--- src/rtl/trap_csr_unit.sv ---
`default_nettype none
// ============================================================================
// Module      : trap_csr_unit
// Description : Machine-mode trap and CSR unit. Commits exception state into
//               mepc/mcause/mtval/mstatus, services mret, redirects fetch,
//               and provides the Zicsr read/write port.
//               Optional feature macro: TRAP_MTVAL_EN (implements mtval).
// Revision    : 1.0 - initial release
// ============================================================================
module trap_csr_unit #(
    parameter logic [31:0] MTVEC_RESET = 32'h0000_0100
) (
    input  logic        clk_i,
    input  logic        rst_i,
    input  logic        en_exception_i,
    input  logic [31:0] exception_program_counter_i,
    input  logic [31:0] exception_adress_i,
    input  logic [2:0]  exception_cause_i,
    input  logic        en_mret_i,
    input  logic        csr_en_i,
    input  logic [1:0]  csr_op_i,
    input  logic [11:0] csr_adress_i,
    input  logic [31:0] csr_wdata_i,
    output logic [31:0] csr_rdata_o,
    output logic        csr_illegal_o,
    output logic        redirect_valid_o,
    output logic [31:0] redirect_pc_o,
    input  logic        redirect_ready_i,
    output logic        trap_busy_o
);
    localparam logic [11:0] ADDR_MSTATUS  = 12'h300;
    localparam logic [11:0] ADDR_MISA     = 12'h301;
    localparam logic [11:0] ADDR_MTVEC    = 12'h305;
    localparam logic [11:0] ADDR_MSCRATCH = 12'h340;
    localparam logic [11:0] ADDR_MEPC     = 12'h341;
    localparam logic [11:0] ADDR_MCAUSE   = 12'h342;
    localparam logic [11:0] ADDR_MTVAL    = 12'h343;
    localparam logic [11:0] ADDR_MCYCLE   = 12'hB00;
    localparam logic [11:0] ADDR_MCYCLEH  = 12'hB80;
    localparam logic [31:0] MISA_VALUE    = 32'h4000_1104;

    typedef enum logic [0:0] {
        S_IDLE     = 1'b0,
        S_REDIRECT = 1'b1
    } state_e;

    state_e      state_q;
    logic        redirect_valid_q;
    logic        trap_busy_q;
    logic [31:0] redirect_pc_q;

    logic        mie_q;
    logic        mpie_q;
    logic [31:0] mtvec_q;
    logic [31:0] mscratch_q;
    logic [31:0] mepc_q;
    logic [31:0] mcause_q;
    logic [31:0] mtval_val;
    logic [63:0] mcycle_q;
    logic [63:0] mcycle_d;

    logic        take_exc;
    logic        take_mret;
    logic        csr_hit;
    logic        csr_bad;
    logic        csr_wr;
    logic [31:0] csr_old;
    logic [31:0] csr_new;
    logic [31:0] trap_mcause;

    // Exceptions and mret are only honoured in IDLE; exception wins over mret.
    assign take_exc  = (state_q == S_IDLE) && en_exception_i;
    assign take_mret = (state_q == S_IDLE) && en_mret_i && !en_exception_i;

    // CSR read mux: current (pre-edge) architectural value of the addressed CSR.
    always_comb begin
        csr_hit = 1'b1;
        csr_old = '0;
        case (csr_adress_i)
            ADDR_MSTATUS:  csr_old = {19'b0, 2'b11, 3'b0, mpie_q, 3'b0, mie_q, 3'b0};
            ADDR_MISA:     csr_old = MISA_VALUE;
            ADDR_MTVEC:    csr_old = mtvec_q;
            ADDR_MSCRATCH: csr_old = mscratch_q;
            ADDR_MEPC:     csr_old = mepc_q;
            ADDR_MCAUSE:   csr_old = mcause_q;
            ADDR_MTVAL:    csr_old = mtval_val;
            ADDR_MCYCLE:   csr_old = mcycle_q[31:0];
            ADDR_MCYCLEH:  csr_old = mcycle_q[63:32];
            default:       csr_hit = 1'b0;
        endcase
    end

    // Unimplemented address or a modifying op on read-only misa.
    assign csr_bad       = !csr_hit || ((csr_adress_i == ADDR_MISA) && (csr_op_i != 2'b00));
    assign csr_rdata_o   = csr_bad ? 32'h0 : csr_old;
    assign csr_illegal_o = csr_en_i && !en_exception_i && csr_bad;
    assign csr_wr        = csr_en_i && (state_q == S_IDLE) && !en_exception_i && !en_mret_i
                         && (csr_op_i != 2'b00) && !csr_bad;

    // Read-modify-write value selected by the Zicsr operation.
    always_comb begin
        case (csr_op_i)
            2'b01:   csr_new = csr_wdata_i;
            2'b10:   csr_new = csr_old | csr_wdata_i;
            2'b11:   csr_new = csr_old & ~csr_wdata_i;
            default: csr_new = csr_old;
        endcase
    end

    // Translate the pipeline's compact cause code into the RISC-V mcause value.
    always_comb begin
        case (exception_cause_i)
            3'd0:    trap_mcause = 32'd0;
            3'd1:    trap_mcause = 32'd2;
            3'd2:    trap_mcause = 32'd3;
            3'd3:    trap_mcause = 32'd4;
            3'd4:    trap_mcause = 32'd6;
            3'd5:    trap_mcause = 32'd11;
            default: trap_mcause = 32'd0;
        endcase
    end

    // Cycle counter: free-running increment, replaced (no increment) by a CSR write.
    always_comb begin
        mcycle_d = mcycle_q + 64'd1;
        if (csr_wr && (csr_adress_i == ADDR_MCYCLE)) begin
            mcycle_d = {mcycle_q[63:32], csr_new};
        end else if (csr_wr && (csr_adress_i == ADDR_MCYCLEH)) begin
            mcycle_d = {csr_new, mcycle_q[31:0]};
        end
    end

    // Trap FSM with registered redirect outputs.
    always_ff @(posedge clk_i) begin
        if (!rst_i) begin
            state_q          <= S_IDLE;
            redirect_valid_q <= 1'b0;
            trap_busy_q      <= 1'b0;
            redirect_pc_q    <= '0;
        end else begin
            case (state_q)
                S_IDLE: begin
                    if (take_exc) begin
                        state_q          <= S_REDIRECT;
                        redirect_valid_q <= 1'b1;
                        trap_busy_q      <= 1'b1;
                        redirect_pc_q    <= {mtvec_q[31:2], 2'b00};
                    end else if (take_mret) begin
                        state_q          <= S_REDIRECT;
                        redirect_valid_q <= 1'b1;
                        trap_busy_q      <= 1'b1;
                        redirect_pc_q    <= mepc_q;
                    end
                end
                S_REDIRECT: begin
                    if (redirect_ready_i) begin
                        state_q          <= S_IDLE;
                        redirect_valid_q <= 1'b0;
                        trap_busy_q      <= 1'b0;
                    end
                end
                default: begin
                    state_q          <= S_IDLE;
                    redirect_valid_q <= 1'b0;
                    trap_busy_q      <= 1'b0;
                end
            endcase
        end
    end

    // Architectural CSR state: trap commit, mret restore, or Zicsr write.
    always_ff @(posedge clk_i) begin
        if (!rst_i) begin
            mie_q      <= 1'b0;
            mpie_q     <= 1'b0;
            mtvec_q    <= {MTVEC_RESET[31:2], 2'b00};
            mscratch_q <= '0;
            mepc_q     <= '0;
            mcause_q   <= '0;
            mcycle_q   <= '0;
        end else begin
            mcycle_q <= mcycle_d;
            if (take_exc) begin
                mepc_q   <= {exception_program_counter_i[31:1], 1'b0};
                mcause_q <= trap_mcause;
                mpie_q   <= mie_q;
                mie_q    <= 1'b0;
            end else if (take_mret) begin
                mie_q  <= mpie_q;
                mpie_q <= 1'b1;
            end else if (csr_wr) begin
                case (csr_adress_i)
                    ADDR_MSTATUS: begin
                        mie_q  <= csr_new[3];
                        mpie_q <= csr_new[7];
                    end
                    ADDR_MTVEC:    mtvec_q    <= {csr_new[31:2], 2'b00};
                    ADDR_MSCRATCH: mscratch_q <= csr_new;
                    ADDR_MEPC:     mepc_q     <= {csr_new[31:1], 1'b0};
                    ADDR_MCAUSE:   mcause_q   <= csr_new;
                    default: ;
                endcase
            end
        end
    end

`ifdef TRAP_MTVAL_EN
    logic [31:0] mtval_q;
    logic [31:0] trap_mtval;

    // Faulting data address for misaligned load/store, faulting PC for fetch misalignment.
    always_comb begin
        case (exception_cause_i)
            3'd0:       trap_mtval = exception_program_counter_i;
            3'd3, 3'd4: trap_mtval = exception_adress_i;
            default:    trap_mtval = 32'h0;
        endcase
    end

    // mtval register: written by traps and by Zicsr writes.
    always_ff @(posedge clk_i) begin
        if (!rst_i) begin
            mtval_q <= '0;
        end else if (take_exc) begin
            mtval_q <= trap_mtval;
        end else if (csr_wr && (csr_adress_i == ADDR_MTVAL)) begin
            mtval_q <= csr_new;
        end
    end

    assign mtval_val = mtval_q;
`else
    logic unused_mtval_inputs;

    // mtval is hardwired to zero; its source operands are intentionally dropped.
    assign mtval_val           = 32'h0;
    assign unused_mtval_inputs = ^{exception_adress_i, exception_program_counter_i[0]};
`endif

    assign redirect_valid_o = redirect_valid_q;
    assign redirect_pc_o    = redirect_pc_q;
    assign trap_busy_o      = trap_busy_q;

endmodule
`default_nettype wire

--- config.mk ---
export PLATFORM = sky130hd
export DESIGN_NAME = trap_csr_unit
export DESIGN_NICKNAME = d
export VERILOG_FILES = /design/src/rtl/trap_csr_unit.sv
export SDC_FILE = /design/constraint.sdc
export NUM_CORES = 1
export LEC_CHECK = 0
export ABC_CLOCK_PERIOD_IN_PS = 3050
export CORE_ASPECT_RATIO = 1.5
export CORE_MARGIN = 4
export CORE_UTILIZATION = 50
export DETAILED_ROUTE_END_ITERATION = 8
export HOLD_SLACK_MARGIN = 0.12
export PLACE_DENSITY = 0.8
export SYNTH_ARGS = -nofsm -noshare
export SYNTH_HDL_FRONTEND = slang
export SYNTH_SLANG_ARGS = --single-unit
export TNS_END_PERCENT = 5
--- constraint.sdc ---
create_clock -name clk_i -period 3.05 [get_ports clk_i]
set_input_delay 0.7625 -clock clk_i [delete_from_list [all_inputs] [get_ports clk_i]]
set_output_delay 0.7625 -clock clk_i [all_outputs]
set_load 0.005 [all_outputs]
==> run metrics, run 1 <==
Worst Setup Start Kind=primary input; Yosys warning count=0; share of layout cells above drive strength 1=27.5%; DRC viols=0; Initial DRC Count=1789; Synth Register Bits=224; htree depth=1; Arr. time, crit path=2.58 ns; Main synth FF type=dfxtp_1; Final Cycle Share=110%; Max clock buf depth=3; Slew HR=31.4%; first-pass GRT wire length=95.9 mm; PwrDens=381 nW/um2; Sw Ratio=26.7%; hold buffer count at cts=0; IO buf count=151; clk sinks=224; worst skew pair latency=0.55 ns; I/O pin total=186; largest net degree at the start of global routing=56; Post-synth EDFFs=0; CTS tree=yes; fraction of registers with async set/reset=0%; Filler cells=2124; row count=73; total track usage=41.8%; leakage=7.47 nW; Sequential Power Share=42.1%; die width=142 um; die height=209 um; Worst Path Required=2.29 ns; core area=26600 um2; Critical Path Sink Type=primary output; Routed wire per std cell=26.2 um; Worst Path Max Fanout=4; final worst slack=-0.297 ns; worst slew pin tran=1.03 ns; TNS Setup=-6.30 ns; vias in the first global route=16100; multi-input logic area=8610 um2; post-synth net total=1825; Non-Filler Instances=2463; failing checks=setup timing; clock share of power=42.6%; total grt overflow=0; status=finished, violations left; placed cells=2370; Pins Over Slew Limit=0; initial antenna violation count=0; final hold vios=0; net switching power=1.94 mW; # diodes=0; Layout Nets=2231; clock skew=0.0193 ns; Mapped Cells=1704; placer congestion estimate=1.05; FMAX=299 MHz; Final ANT Viol Nets=0; post-synth cell types=91; Max Cap Violations=0; Reg area=4480 um2; synthesized cell area=13500 um2; Seq/Total Area, Yosys=33.3%; total CTS buffers=23; combinational power share=15.4%; via count=16500; Final min period=3.35 ns; average size of a mapped cell=7.90 um2; WL final=64.5 mm; worst slack, placed=-1.05 ns; Initial Util=50.7%; RSZ-0062 raised after global routing=yes; Die ar.=29700 um2; P_int=5.33 mW; DR vias/cell=6.71; clock-pin slew on the worst setup and hold paths=0.06 ns; final setup fails=35; area grow syn2layout=41.6%; worst hold-check path type=flip-flop to flip-flop; final hold slack=0.461 ns; post-DP HPWL=47.7 mm; VDD IR-drop max=0.465 mV; kind of critical path=primary input to primary output; DRT Pass-1 Iters=6; root buf cell=clkbuf_16
critical path, cell delays in order:
cell and delay (ns):
buf_8 0.10, or4_4 0.58, buf_12 0.16, nor3_4 0.23
buf_6 0.16, buf_6 0.11, a22oi_2 0.06, nand2_1 0.09
nor2_1 0.05, nor2_1 0.13, buf_2 0.14
cell type report:
type	count	area share, %
clock buffers	31	3.33
multi-input cells	1315	45.1
repair buffers	529	24.6
clock inverters	10	0.886
well taps	337	2.21
inverters	17	0.348
flip-flops and latches	224	23.5
Yosys cell counts (27+ instances only):
cell type    n  share of area, %
nand4_1     40               1.9
nand2_1    150               4.2
buf_2       45               1.7
a211oi_1    75               4.2
o21ai_0    107               4.0
a31oi_1     27               1.3
a21oi_1     95               3.5
mux2i_1     65               4.8
a22oi_1     36               2.0
nor3_1      28               1.0
clkbuf_1    72               2.0
nor2_1     194               5.4
nand3_1    111               4.1
dfxtp_1    224                33
o21a_1      50               2.8
power by group through the flow:
| stage | logic, mW | registers, mW | clock network, mW |
|---|---|---|---|
| floorplan | 0.465 | 3.10 | 0 |
| global placement | 1.01 | 3.12 | 0 |
| detailed placement | 1.03 | 3.12 | 0 |
| CTS | 1.07 | 3.05 | 3.10 |
| global route | 1.17 | 3.06 | 3.21 |
| finish | 1.12 | 3.06 | 3.09 |
per-stage QoR:
step | power [mW] | utilization, % | instance area, um2
after floorplan | 3.56 | - | 13500
after global placement | 4.12 | 65.7 | 17500
after detailed placement | 4.14 | 65.7 | 17500
after CTS | 7.22 | 71.3 | 19000
after global routing | 7.44 | 71.8 | 19100
final | 7.27 | 71.8 | 19100
routing by layer:
| layer | GRT usage, % | routed length, um |
|---|---|---|
| met5 | 0.170 | 0 |
| met4 | 29.6 | 5460 |
| met3 | 9.00 | 6460 |
| met2 | 66.3 | 29500 |
| met1 | 49.7 | 23000 |
path summary, 6_finish.rpt:
| kind | startpoint | end | slack, ns | cells after the start |
|---|---|---|---|---|
| min | mscratch_q[12]$_SDFFE_PN0P_ | mscratch_q[12]$_SDFFE_PN0P_ | 0.46 | 2 |
| min reg2reg | mscratch_q[12]$_SDFFE_PN0P_ | mscratch_q[12]$_SDFFE_PN0P_ | 0.46 | 2 |
| max reg2reg | mcycle_q[15]$_SDFFE_PN0P_ | mcycle_q[33]$_SDFFE_PN0N_ | 0.36 | 8 |
| max | csr_adress_i[5] | csr_rdata_o[8] | -0.30 | 11 |
layout by cell type (no fill, tap or decap), types with 40 or more instances in the layout:
cell | netlist | final
a21oi_1 | 95 | 89
dfxtp_1 | 224 | 224
mux2i_1 | 65 | 64
nor2_1 | 194 | 189
a211oi_1 | 75 | 74
buf_6 | 7 | 42
buf_4 | 12 | 317
o21ai_0 | 107 | 104
clkdlybuf4s50_1 | 0 | 105
o21a_1 | 50 | 50
nand3_1 | 111 | 107
nand2_1 | 150 | 138
nand4_1 | 40 | 40
what timing repair did:
item / in CTS / in global routing
endpoints found under the setup margin: 44 / 43
buffers inserted: 42 / 12
pin swaps: 39 / 29
gates cloned: 2 / 0
resized for setup: 248 / 61
logic make-up (layout without fill, tap and decap cells):
logic type | count (synthesis) | count (layout) | share of synthesized area, %
AOI/OAI and AO/OA | 565 | 565 | 29.0
and+or+nand+nor | 653 | 653 | 24.9
adders and majority gates | 2 | 2 | 0.186
muxes | 74 | 74 | 5.58
DFF | 224 | 224 | 33.3
other | 1 | 1 | 0.0278
buffers and inverters | 165 | 587 | 5.74
xor gates and xnor gates | 20 | 20 | 1.30
state kept, by name, indices dropped and copies added, names as in the netlist:
signal         cells
mpie_q             1
state_q            1
mcycle_q          64
redirect_pc_o     31
mie_q              1
trap_busy_o        1
mtvec_q           30
mscratch_q        32
mcause_q          32
mepc_q            31
Power figures use the tool's default switching activity.
==> run 2: changes to the inputs <==
Settings changed: CAP_MARGIN set to 20.
==> results of run 2 <==
The final DEF is identical to that of run 1; final timing and power are the same.
